--- config.mk ---
export PLATFORM = sky130hd
export DESIGN_NAME = vga_pattern_gen
export DESIGN_NICKNAME = d
export VERILOG_FILES = /design/src/rtl/vga_pattern_gen.sv
export SDC_FILE = /design/constraint.sdc
export NUM_CORES = 1
export LEC_CHECK = 0
export ABC_CLOCK_PERIOD_IN_PS = 4500
export BUFFER_PORTS_ARGS = -buffer_cell sky130_fd_sc_hd__buf_4
export CAP_MARGIN = 20
export CORE_UTILIZATION = 55
export CTS_CLUSTER_SIZE = 16
export DETAILED_ROUTE_END_ITERATION = 10
export PLACE_DENSITY = 0.76
export SYNTH_ARGS = -nofsm -noshare
export SYNTH_HDL_FRONTEND = slang
export SYNTH_SLANG_ARGS = --single-unit
export TNS_END_PERCENT = 20
--- constraint.sdc ---
create_clock -name ck_i -period 4.5 [get_ports ck_i]
set_input_delay 0.675 -clock ck_i [delete_from_list [all_inputs] [get_ports ck_i]]
set_output_delay 0.675 -clock ck_i [all_outputs]
set_load 0.005 [all_outputs]
--- src/rtl/vga_pattern_gen.sv ---
// rtl/vga_pattern_gen.sv - parametrised VGA timing generator with key-selected test patterns
module vga_pattern_gen #(
  parameter int       H_ACTIVE = 640,
  parameter int       H_FP     = 16,
  parameter int       H_SYNC   = 96,
  parameter int       H_BP     = 48,
  parameter int       V_ACTIVE = 480,
  parameter int       V_FP     = 10,
  parameter int       V_SYNC   = 2,
  parameter int       V_BP     = 33,
  parameter int       CDEPTH   = 1,
  parameter int       NKEY     = 10,
  parameter bit       SYNC_POL = 1'b0,
  parameter int       CHK_LOG2 = 5
) (
  input  logic              ck_i,
  input  logic              rst_ni,
  input  logic [NKEY-1:0]   key_i,
  output logic              hsync_o,
  output logic              vsync_o,
  output logic              hvalid_o,
  output logic              vvalid_o,
  output logic [CDEPTH-1:0] r_o,
  output logic [CDEPTH-1:0] g_o,
  output logic [CDEPTH-1:0] b_o,
  output logic [9:0]        hcnt_o,
  output logic [9:0]        vcnt_o,
  output logic              frame_start_o
);

  localparam int HT  = H_ACTIVE + H_FP + H_SYNC + H_BP;
  localparam int VT  = V_ACTIVE + V_FP + V_SYNC + V_BP;
  localparam int MW  = $clog2(NKEY);
  localparam int BW  = H_ACTIVE / 8;
  localparam int BPW = (BW > 1) ? $clog2(BW) : 1;

  localparam logic [9:0] H_LAST   = 10'(HT - 1);
  localparam logic [9:0] V_LAST   = 10'(VT - 1);
  localparam logic [9:0] H_VIS    = 10'(H_ACTIVE);
  localparam logic [9:0] V_VIS    = 10'(V_ACTIVE);
  localparam logic [9:0] HS_START = 10'(H_ACTIVE + H_FP);
  localparam logic [9:0] HS_END   = 10'(H_ACTIVE + H_FP + H_SYNC);
  localparam logic [9:0] VS_START = 10'(V_ACTIVE + V_FP);
  localparam logic [9:0] VS_END   = 10'(V_ACTIVE + V_FP + V_SYNC);

  logic [9:0]      hc_q, hc_d, vc_q, vc_d;
  logic [2:0]      bar_q, bar_d;
  logic [BPW-1:0]  bpos_q, bpos_d;
  logic [NKEY-1:0] ks1_q, ks2_q, kprev_q;
  logic [MW-1:0]   pend_q, pend_d, mode_q, mode_d;
  logic            pend_vld_q, pend_vld_d;

  logic              hsync_q, vsync_q, hvalid_q, vvalid_q, fs_q;
  logic              hsync_d, vsync_d, hvalid_d, vvalid_d, fs_d;
  logic [CDEPTH-1:0] r_q, g_q, b_q, r_d, g_d, b_d;
  logic [9:0]        hcnt_q, vcnt_q;

  logic            wrap_h, wrap_v, frame_wrap;
  logic [NKEY-1:0] rise;
  logic            rise_any;
  logic [MW-1:0]   rise_idx;
  logic [2:0]      colour;
  logic            vis;

  assign wrap_h     = (hc_q == H_LAST);
  assign wrap_v     = (vc_q == V_LAST);
  assign frame_wrap = wrap_h & wrap_v;

  always_comb begin
    hc_d   = wrap_h ? 10'd0 : hc_q + 10'd1;
    vc_d   = vc_q;
    bar_d  = bar_q;
    bpos_d = bpos_q;
    if (wrap_h) begin
      vc_d = wrap_v ? 10'd0 : vc_q + 10'd1;
    end
    // Bar index tracks hc/(H_ACTIVE/8) incrementally, avoiding a divider.
    if (wrap_h) begin
      bar_d  = 3'd0;
      bpos_d = '0;
    end else if (bpos_q == BPW'(BW - 1)) begin
      bar_d  = bar_q + 3'd1;
      bpos_d = '0;
    end else begin
      bpos_d = bpos_q + BPW'(1);
    end
  end

  assign rise     = ks2_q & ~kprev_q;
  assign rise_any = |rise;

  always_comb begin
    rise_idx = '0;
    for (int k = NKEY - 1; k >= 0; k--) begin
      if (rise[k]) rise_idx = MW'(k);
    end
  end

  // A new edge in the wrap cycle is kept for the following frame.
  always_comb begin
    mode_d     = mode_q;
    pend_d     = pend_q;
    pend_vld_d = pend_vld_q;
    if (frame_wrap) begin
      if (pend_vld_q) mode_d = pend_q;
      pend_vld_d = rise_any;
      pend_d     = rise_any ? rise_idx : '0;
    end else if (rise_any) begin
      pend_vld_d = 1'b1;
      pend_d     = rise_idx;
    end
  end

  always_comb begin
    if (mode_q < MW'(8)) begin
      colour = mode_q[2:0];
    end else if (mode_q == MW'(8)) begin
      colour = bar_q;
    end else if (mode_q == MW'(9)) begin
      colour = (hc_q[CHK_LOG2] ^ vc_q[CHK_LOG2]) ? 3'b111 : 3'b000;
    end else begin
      colour = 3'b111;
    end
  end

  always_comb begin
    hvalid_d = (hc_q < H_VIS);
    vvalid_d = (vc_q < V_VIS);
    vis      = hvalid_d & vvalid_d;
    hsync_d  = ((hc_q >= HS_START) && (hc_q < HS_END)) ? SYNC_POL : ~SYNC_POL;
    vsync_d  = ((vc_q >= VS_START) && (vc_q < VS_END)) ? SYNC_POL : ~SYNC_POL;
    fs_d     = (hc_q == 10'd0) && (vc_q == 10'd0);
    r_d      = (vis && colour[0]) ? {CDEPTH{1'b1}} : '0;
    g_d      = (vis && colour[1]) ? {CDEPTH{1'b1}} : '0;
    b_d      = (vis && colour[2]) ? {CDEPTH{1'b1}} : '0;
  end

  always_ff @(posedge ck_i or negedge rst_ni) begin
    if (!rst_ni) begin
      hc_q       <= '0;
      vc_q       <= '0;
      bar_q      <= '0;
      bpos_q     <= '0;
      ks1_q      <= '0;
      ks2_q      <= '0;
      kprev_q    <= '0;
      pend_q     <= '0;
      pend_vld_q <= 1'b0;
      mode_q     <= '0;
    end else begin
      hc_q       <= hc_d;
      vc_q       <= vc_d;
      bar_q      <= bar_d;
      bpos_q     <= bpos_d;
      ks1_q      <= key_i;
      ks2_q      <= ks1_q;
      kprev_q    <= ks2_q;
      pend_q     <= pend_d;
      pend_vld_q <= pend_vld_d;
      mode_q     <= mode_d;
    end
  end

  always_ff @(posedge ck_i or negedge rst_ni) begin
    if (!rst_ni) begin
      hsync_q  <= ~SYNC_POL;
      vsync_q  <= ~SYNC_POL;
      hvalid_q <= 1'b0;
      vvalid_q <= 1'b0;
      r_q      <= '0;
      g_q      <= '0;
      b_q      <= '0;
      hcnt_q   <= '0;
      vcnt_q   <= '0;
      fs_q     <= 1'b0;
    end else begin
      hsync_q  <= hsync_d;
      vsync_q  <= vsync_d;
      hvalid_q <= hvalid_d;
      vvalid_q <= vvalid_d;
      r_q      <= r_d;
      g_q      <= g_d;
      b_q      <= b_d;
      hcnt_q   <= hc_q;
      vcnt_q   <= vc_q;
      fs_q     <= fs_d;
    end
  end

  assign hsync_o       = hsync_q;
  assign vsync_o       = vsync_q;
  assign hvalid_o      = hvalid_q;
  assign vvalid_o      = vvalid_q;
  assign r_o           = r_q;
  assign g_o           = g_q;
  assign b_o           = b_q;
  assign hcnt_o        = hcnt_q;
  assign vcnt_o        = vcnt_q;
  assign frame_start_o = fs_q;

endmodule

==> key figures, run 1 <==
Run status
  • Status: completed

CTS
  • TritonCTS clock tree: done
  • CTS clk-pin slew, worst paths: roughly 0.090 ns
  • Root buffer cell: clkbuf_8
  • CTS buffer count: 9
  • Longest Clk Path Bufs: 2
  • Clock tree sinks: 97
  • Clock latency on the worst-skew pair: approximately 0.36 ns
  • CTS H-tree depth: 3
  • Number of buffers added for setup after CTS: 0
  • Hold_buf cts: 0
  • Post-cts resize count: 0

Power and ir drop
  • Power Dens Cells: 353 nW/µm²
  • VDD IR max: 0.217 mV
  • LEAKAGE: 0.00202 µW

Global route
  • Number of global-route vias before repair: 2,113
  • Initial antenna violation count: 0
  • First-pass GRT wire length: 9580 µm
  • Grt ovf: 0
  • GRT met1 Usage: 0.233
  • Tot GR Track Use: 0.195
  • Grt met3 use: 0.0495
  • Largest net degree at the start of global routing: 60
  • Met2 Use GR: 0.315
  • Most used routing layer: met2

Timing
  • Final Setup Violations: 0
  • FMAX: slightly below 500 MHz
  • Worst-margin pin slew: 0.695 ns
  • Setup TNS: 0 ns
  • Tmin final: 2.01 ns
  • Final Slew Violations: 0
  • Worst clock skew: 0.0105 ns
  • RSZ-0062 raised after global routing: false
  • Endpoints failing hold: 0
  • Final Hold Slack: 0.353 ns
  • Fin crit share: 0.447
  • Slew margin rel.: 0.537

Synthesis
  • Mapped Nets: just under 300
  • Synth top area share: 0.666
  • Synth top area cells: dfrtp_1 67%, xor2_1 3.4%, nor2_1 2.8%, nor2b_1 2.3%, ha_1 2.1%
  • Ys async rst share: 1.00
  • #FFs+latches synth: 97
  • Unique masters post-synth: 43
  • Synth Cell Area: around 3600 µm²
  • Top cell type by total area after synthesis: dfrtp_1
  • Post-synth EDFFs: 0
  • Cells after synthesis: 271
  • Syn avg cell area: 13.2 µm²
  • Synth Warn #: 0
  • Seq/Total Area, Yosys: 0.681
  • Main synth FF type: dfrtp_1

Setup path
  • Req. time, crit path: around 4.7 ns
  • Setup crit start kind: flop
  • Worst EP arrival: 2.25 ns
  • CP endpoint kind: flop
  • Critical path type: reg -> reg
  • Crit-path max FO: 6

Cells and area
  • Final core occ: 0.680
  • Area growth, synth to finish: 16.2%
  • Share of cells above drive strength 1: 0.225
  • Nets: 337
  • Antenna diodes: 0
  • Final cell count without fillers: 399
  • Final Cell Area: just over 4000 µm²
  • # fillers: 455

Detailed routing
  • Final wirelength: 5660 µm
  • WL per Instance: 14.2 µm
  • Drt drc: 0
  • DR iter-0 viols: 92
  • Drt first pass iters: 4
  • Via count of the routed design: 2,089
  • Antenna Nets Post-Route: 0
  • Via-per-instance ratio: ~5.2

Placed design
  • RD Place Congestion: 0.774
  • Detailed Place HPWL: 3890 µm
  • PortBufs: 39
  • Dpl cells: 383
  • Dpl cell area: 3960 µm²

Floorplan
  • Core area: 6100 µm²
  • Die Height: around 83 µm
  • Starting density of the core: 0.586
  • Core Rows: 28
  • Chip Width: 82.6 µm
  • Die Footprint: about 6800 µm²
  • IO Pins: 40

Run
  • Max Cap Viol: 0

Worst hold path
  • Worst hold path class: reg -> reg
## kinds of logic (layout without fill, tap and decap cells)
family,Yosys count,after routing,synth area share
mux,5,5,0.0196
xor+xnor,21,21,0.0515
simple gates,98,98,0.165
flops,97,97,0.681
buf+inv,15,68,0.0161
compound gates,29,29,0.0463
fa+ha+maj,6,6,0.0210
## final timing paths
check	from	end	slack (ns)	cells past startpoint
hold reg to reg	ks1_q[9]	ks2_q[9]	0.35	0
setup reg to reg	hc_q[0]	mode_q[3]	2.49	6
setup / recovery	hc_q[0]	mode_q[3]	2.49	6
min in group asynchronous	rst_ni	vc_q[9]	0.36	1
hold / removal	ks1_q[9]	ks2_q[9]	0.35	0
max in group asynchronous	rst_ni	ks2_q[1]	3.21	2
## cell usage in the layout (no fill, tap or decap), types with 2 or more instances in the layout
| master | count |
|---|---|
| ha_1 | 6 |
| buf_4 | 41 |
| nor3_1 | 2 |
| o21ai_0 | 12 |
| clkbuf_8 | 12 |
| xnor2_1 | 7 |
| nor2b_1 | 13 |
| nor2_1 | 27 |
| nor3b_1 | 2 |
| dfstp_2 | 2 |
| and2_1 | 3 |
| nand2_1 | 12 |
| a21o_1 | 3 |
| nand4_1 | 6 |
| inv_1 | 11 |
| clkinv_2 | 2 |
| mux2_4 | 4 |
| a21oi_1 | 8 |
| and3_1 | 2 |
| nand3_1 | 13 |
| nor4_1 | 3 |
| xor2_1 | 14 |
| nor4b_1 | 2 |
| dfrtp_1 | 95 |
## state kept, by name, indices dropped and copies added (netlist names), 3 cells and up
name	cells
bar_q	3
vc_q	10
bpos_q	7
hc_q	10
hcnt_o	10
ks1_q	10
vcnt_o	10
kprev_q	10
ks2_q	10
mode_q	4
pend_q	4
## critical path: stages, from the launching register on
cell and delay [ns]:
dfrtp_1 0.45, ha_1 0.24, nand4_1 0.19, or3_4 0.43, nor2_8 0.19, nand2_4 0.10
mux2_4 0.30
## final cells by class
class / instances / area (µm²) / share of cell area
Tap cell: 75 / 93.8 / 0.0226
Inverter: 11 / 41.3 / 0.00996
Multi-Input combinational cell: 159 / 1080 / 0.261
Clock buffer: 12 / 165 / 0.0398
Clock inverter: 4 / 26.3 / 0.00634
Sequential cell: 97 / 2430 / 0.586
Timing Repair Buffer: 41 / 308 / 0.0742
## per-layer routing
layer,part of all wire,vias up,wire (µm)
met4,0.030,0,172
met5,0,-,0
li1,-,1013,-
met2,0.49,55,2750
met1,0.44,1007,2480
met3,0.044,14,250
## power breakdown
group | leakage (µW) | total [µW] | internal, µW | switching [µW]
sequential | 0.00122 | 894 | 888 | 6.03
combinational | 0.000698 | 39.1 | 14.0 | 25.0
clock | 0.0000984 | 531 | 245 | 285
## synth_stat cells, types with 4 or more instances
master / n
dfrtp_1: 95
o21ai_0: 12
a21oi_1: 8
nand4_1: 6
mux2_4: 4
xor2_1: 14
nand3_1: 13
nand2_1: 12
nor2b_1: 13
nor2_1: 27
ha_1: 6
inv_1: 11
xnor2_1: 7
## through the flow
step / total power [µW] / setup WS, ns
global placement: 950 / 2.60
global route: 1520 / 2.39
detailed placement: 952 / 2.51
finish: 1460 / 2.49
CTS: 1480 / 2.48
floorplan: 923 / 2.71
No activity file was read; power rests on OpenSTA's default activity.
==> inputs of run 2 (changes only) <==
--- a/config.mk
+++ b/config.mk
@@ -5,7 +5,7 @@
 export SDC_FILE = /design/constraint.sdc
 export NUM_CORES = 1
 export LEC_CHECK = 0
-export ABC_CLOCK_PERIOD_IN_PS = 4500
+export ABC_CLOCK_PERIOD_IN_PS = 1950
 export BUFFER_PORTS_ARGS = -buffer_cell sky130_fd_sc_hd__buf_4
 export CAP_MARGIN = 20
 export CORE_UTILIZATION = 55
==> constraint.sdc (replaced) <==
create_clock -name ck_i -period 1.95 [get_ports ck_i]
set_input_delay 0.2925 -clock ck_i [delete_from_list [all_inputs] [get_ports ck_i]]
set_output_delay 0.2925 -clock ck_i [all_outputs]
set_load 0.005 [all_outputs]
==> run 2 against run 1 <==
  * Non-clock buffer count is 14 higher
  * Final area increased by 3.3%
  * Global-route usage is essentially flat
  * Sequential share of layout area is 1.9 points lower
  * Maximum frequency increased by 7.6%
  * Setup slack got worse by 2.4 ns
  * Combinational power grew to 2.6 times the previous value
  * Power up 130%
  * Sequential cell count stayed put
==> key figures, run 2 (same netlist as run 1, synthesis figures left out) <==
Global route
  • Grt ovf: 0
  • Largest net degree at the start of global routing: 43
  • Tot GR Track Use: 0.195
  • Initial antenna violation count: 0
  • First-pass GRT wire length: 9650 µm
  • Number of global-route vias before repair: 2,184

Floorplan
  • Die Footprint: 6820 µm²
  • IO Pins: 40
  • Chip Width: 82.6 µm
  • Core area: between 6000 and 7000 µm²
  • Starting density of the core: 0.586
  • Core Rows: 28
  • Die Height: 82.6 µm

Power and ir drop
  • VDD IR max: 0.635 mV
  • LEAKAGE: 0.00211 µW
  • Power Dens Cells: 798 nW/µm²
  • Power Total: around 3400 µW

CTS
  • CTS buffer count: 9
  • Longest Clk Path Bufs: 2
  • Clock tree sinks: just under 100
  • CTS clk-pin slew, worst paths: 0.09 ns
  • Clock latency on the worst-skew pair: roughly 0.34 ns
  • TritonCTS clock tree: done
  • Root buffer cell: clkbuf_8
  • CTS H-tree depth: 3

Run status
  • Status: completed

Detailed routing
  • Via-per-instance ratio: 5.30
  • Final wirelength: slightly below 6000 µm
  • Drt first pass iters: 4
  • WL per Instance: 14.1 µm
  • Drt drc: 0
  • Antenna Nets Post-Route: 0
  • DR iter-0 viols: 86
  • Via count of the routed design: ~2,200

Timing
  • Tmin final: 1.87 ns
  • Worst-margin pin slew: about 0.53 ns
  • Setup TNS: 0 ns
  • RSZ-0062 raised after global routing: false
  • Final Hold Slack: approximately 0.05 ns
  • Endpoints failing hold: 0
  • Final Setup Violations: 0
  • Fin crit share: 0.958
  • Worst clock skew: 0.0109 ns
  • FMAX: 535 MHz
  • Slew margin rel.: 0.649
  • Final Slew Violations: 0

Placed design
  • PortBufs: 39
  • Dpl cells: between 300 and 400
  • Detailed Place HPWL: 4080 µm
  • RD Place Congestion: around 0.8

Setup path
  • Req. time, crit path: 2.18 ns
  • Reg2reg path depth: 6
  • Critical path type: reg -> reg
  • Setup crit start kind: flop
  • CP endpoint kind: flop
  • Worst EP arrival: between 2 and 2.5 ns
  • Crit-path max FO: 6

Cells and area
  • Antenna diodes: 0
  • Commonest non-fill, non-tap cell in the layout: dfrtp_1
  • Nets: 351
  • Final cell count without fillers: roughly 410
  • Share of cells above drive strength 1: 0.257
  • Final core occ: 0.703
  • Most frequent cells in the layout: 95 x dfrtp_1, 53 x buf_4, 27 x nor2_1, 14 x xor2_1
  • Area growth, synth to finish: 20.0%

Worst hold path
  • Worst hold path class: in -> reg
  • Worst Hold Path Cells: 1

Run
  • Max Cap Viol: 0
-- run 2: worst max-delay path, stage by stage (launching register included) --
cell and delay [ns]:
dfrtp_1 0.38, ha_2 0.21, nand4_1 0.14, or3_4 0.46
nor2_8 0.18, nand2_4 0.09, mux2_4 0.30
-- run 2: cell type report --
| cell class | instances | area [µm²] |
|---|---|---|
| Clock inverter | 3 | 21.3 |
| Tap cell | 75 | 93.8 |
| Clock buffer | 13 | 179 |
| Timing Repair Buffer | 55 | 428 |
| Multi-Input combinational cell | 159 | 1090 |
| Fill cell | 429 | 1810 |
| Inverter | 11 | 41.3 |
| Sequential cell | 97 | 2430 |
-- run 2: metrics by stage --
| stage | setup WS [ns] | cell area [µm²] |
|---|---|---|
| floorplan | 0.159 | 3570 |
| global placement | 0.172 | 4060 |
| detailed placement | 0.0954 | 4060 |
| CTS | 0.0755 | 4270 |
| global route | 0.00973 | 4280 |
| finish | 0.0811 | 4280 |
-- run 2: final timing paths --
path | startpoint | endpoint | slack [ns]
hold / removal | key_i[7] | ks1_q[7] | 0.05
setup / recovery | hc_q[0] | mode_q[1] | 0.08
max in group asynchronous | rst_ni | bar_q[1] | 0.89
min in group asynchronous | rst_ni | vc_q[1] | 0.48
setup reg to reg | hc_q[0] | mode_q[1] | 0.08
hold reg to reg | ks1_q[0] | ks2_q[0] | 0.35
-- run 2: layer usage --
layer  global-route usage  routed length [µm]
met1                0.244                2650
met2                0.323                2890
met3               0.0473                 237
met4               0.0879                  55
met5                    0                   0
-- run 2: what timing repair did --
item	CTS	global route
hold buffers	1	0
setup buffers	0	1
resized for setup	0	2
hold endpoints to repair	36	0
endpoints found under the setup margin	0	4
-- run 2: power by group --
part / leakage [µW] / switching, µW / internal (µW)
Sequential: 0.00122 / 14.4 / 2050
Clock: 0.000102 / 650 / 607
Combinational: 0.000787 / 59.8 / 40.4
Total: 0.00211 / 724 / 2700
==> inputs of run 3 (changes only) <==
--- a/config.mk
+++ b/config.mk
@@ -5,13 +5,13 @@
 export SDC_FILE = /design/constraint.sdc
 export NUM_CORES = 1
 export LEC_CHECK = 0
-export ABC_CLOCK_PERIOD_IN_PS = 1950
+export ABC_CLOCK_PERIOD_IN_PS = 2250
 export BUFFER_PORTS_ARGS = -buffer_cell sky130_fd_sc_hd__buf_4
 export CAP_MARGIN = 20
-export CORE_UTILIZATION = 55
+export CORE_UTILIZATION = 57
 export CTS_CLUSTER_SIZE = 16
 export DETAILED_ROUTE_END_ITERATION = 10
-export PLACE_DENSITY = 0.76
+export PLACE_DENSITY = 0.78
 export SYNTH_ARGS = -nofsm -noshare
 export SYNTH_HDL_FRONTEND = slang
 export SYNTH_SLANG_ARGS = --single-unit
==> constraint.sdc (replaced) <==
create_clock -name ck_i -period 2.25 [get_ports ck_i]
set_input_delay 0.3375 -clock ck_i [delete_from_list [all_inputs] [get_ports ck_i]]
set_output_delay 0.3375 -clock ck_i [all_outputs]
set_load 0.005 [all_outputs]
==> run 3 against run 2 <==
  * Critical path depth unchanged
  * Sequential power down 13%
  * Via count down 1.6%
  * Non-clock buffer count down 10
  * Clock skew down 0.0046 ns
  * Sequential cell count unchanged
  * Final area down 1.7%
  * First-iteration DRC count up 7.0%
  * Worst hold slack better by 0.035 ns
  * Setup slack better by 0.17 ns
  * Maximum frequency down 6.7%
  * Combinational power down 15%
==> key figures, run 3 (same netlist as run 1, synthesis figures left out) <==
Cells and area
  • Antenna diodes: 0
  • Final core occ: 0.703
  • Final cell count without fillers: 402
  • Nets: 341
  • Share of cells above drive strength 1: 0.223
  • Area growth, synth to finish: 17.9%
  • Most frequent cells in the layout: 95 x dfrtp_1, 43 x buf_4, 27 x nor2_1, 14 x xor2_1
  • Commonest non-fill, non-tap cell in the layout: dfrtp_1

Floorplan
  • Core Rows: 28
  • IO Pins: 40
  • Die Height: 81.1 µm
  • Starting density of the core: 0.596
  • Die Footprint: 6580 µm²
  • Chip Width: 81.1 µm
  • Core area: 5990 µm²

Placed design
  • Dpl ws: 0.304 ns
  • PortBufs: 39
  • Dpl cells: 386
  • RD Place Congestion: 0.814
  • Detailed Place HPWL: 3990 µm

Setup path
  • Critical path type: reg -> reg
  • Worst Setup SP: hc_q[0]
  • Req. time, crit path: 2.49 ns
  • Setup crit start kind: flop
  • CP max stage cell: dfrtp_1
  • Reg2reg path depth: 6
  • Worst flop-to-flop path endpoint: mode_q[3]
  • CP endpoint kind: flop
  • Worst EP arrival: 2.25 ns
  • Slowest stage delay, CP: 0.44 ns
  • CP Buf/Inv Count: 0
  • Crit-path max FO: 6
  • Critical Path, Cell by Cell: ha_1 > nand4_1 > or3_4 > nor2_8 > nand2_4 > mux2_4
  • Crit path max-delay family: simple AND/OR/NAND/NOR gates
  • Worst R2R Start: hc_q[0]
  • Worst R2R Setup Slack: around 0.25 ns

CTS
  • Clock latency on the worst-skew pair: 0.35 ns
  • CTS buffer count: 9
  • Longest Clk Path Bufs: 2
  • Clock tree sinks: 97
  • CTS clk-pin slew, worst paths: 0.08 ns
  • Number of buffers added for setup after CTS: 0
  • CTS H-tree depth: 3
  • Root buffer cell: clkbuf_8
  • TritonCTS clock tree: done
  • Post-cts resize count: 0

Detailed routing
  • Drt first pass iters: 4
  • Antenna Nets Post-Route: 0
  • Final wirelength: 5730 µm
  • DR iter-0 viols: 92
  • Via-per-instance ratio: 5.35
  • Via count of the routed design: about 2,200
  • Drt drc: 0
  • WL per Instance: 14.3 µm

Timing
  • Fin crit share: 0.890
  • Endpoints failing hold: 0
  • PnR worst setup slack: 0.246 ns
  • Slew margin rel.: 0.698
  • Setup TNS: 0 ns
  • Worst clock skew: 0.00634 ns
  • RSZ-0062 raised after global routing: false
  • FMAX: between 400 and 500 MHz
  • Final Setup Violations: 0
  • Worst-margin pin slew: approximately 0.45 ns
  • Final Slew Violations: 0
  • Tmin final: 2.00 ns

Global route
  • Number of global-route vias before repair: around 2,100
  • Initial antenna violation count: 0
  • Tot GR Track Use: 0.206
  • Grt ovf: 0
  • Largest net degree at the start of global routing: 46
  • First-pass GRT wire length: a little under 10,000 µm

Power and ir drop
  • VDD IR max: around 0.6 mV
  • Power Total: 3060 µW
  • Sw Pwr: 603 µW
  • Clock share of power: 0.388
  • Power Internal: about 2500 µW
  • LEAKAGE: about 0.0020 µW
  • Power Dens Cells: just over 700 nW/µm²
  • Combinational share of power: 0.028
  • Sequential power share: 0.584
  • Sw frac: 0.197

Worst hold path
  • Worst hold path class: in -> reg
  • Hold_sp: key_i[7]
  • Worst Hold Path Cells: 1
  • Hold Path End: ks1_q[7]

Run
  • Max Cap Viol: 0

Run status
  • Status: completed
run 3: changes by cell type in the layout (fill, tap and decap cells not counted), sizes merged:
cell | before | now
buf | 54 | 44
bufinv | 0 | 2
clkbuf | 13 | 12
clkinvlp | 1 | 0
inv | 12 | 11
run 3: area by class of cell:
cell class              instances  area (µm²)
flip-flops and latches         97        2430
fillers                       432        1780
multi-input cells             159        1080
repair buffers                 45         353
clock buffers                  12         145
well taps                      75        93.8
clock inverters                 3        65.1
inverters                      11        41.3
run 3: worst register-to-register path: cells and delay by family, from the launching register on:
family / cells / cell delay, ns
adders and majority gates: 1 / 0.26
DFF: 1 / 0.44
muxes: 1 / 0.30
and+or+nand+nor: 4 / 0.90
run 3: worst max path at each step:
stage	to	depth (start not counted)
3_3_place_gp	mode_q[1]	6
2_1_floorplan	mode_q[0]	6
4_1_cts	mode_q[3]	6
5_1_grt	mode_q[0]	6
3_5_place_dp	mode_q[3]	6
6_report	mode_q[3]	6
run 3: per-stage QoR:
step / hold slack, ns / area (µm²)
2_1_floorplan: 0.0419 / 3570
3_3_place_gp: 0.303 / 3990
3_5_place_dp: 0.317 / 3990
4_1_cts: 0.0722 / 4210
5_1_grt: 0.0623 / 4210
6_report: 0.0853 / 4210
run 3: timing repair:
item	4_1_cts	5_1_grt
endpoints found under the setup margin	0	0
hold buffers	1	0
hold endpoints to repair	31	0
run 3: layer usage:
| layer | vias to the layer above | part of all wire | global-route usage |
|---|---|---|---|
| met5 | - | 0 | 0 |
| met3 | 14 | 0.041 | 0.0506 |
| met2 | 64 | 0.49 | 0.338 |
| met1 | 1051 | 0.44 | 0.257 |
| li1 | 1023 | - | - |
| met4 | 0 | 0.025 | 0.0982 |
run 3: power by group through the flow:
stage | Clock, µW | Sequential [µW] | Combinational (µW)
final | 1190 | 1790 | 84.9
after global routing | 1290 | 1790 | 98.8
after CTS | 1220 | 1790 | 88.9
after detailed placement | 0 | 1820 | 87.0
after global placement | 0 | 1820 | 83.0
after floorplan | 0 | 1820 | 27.5
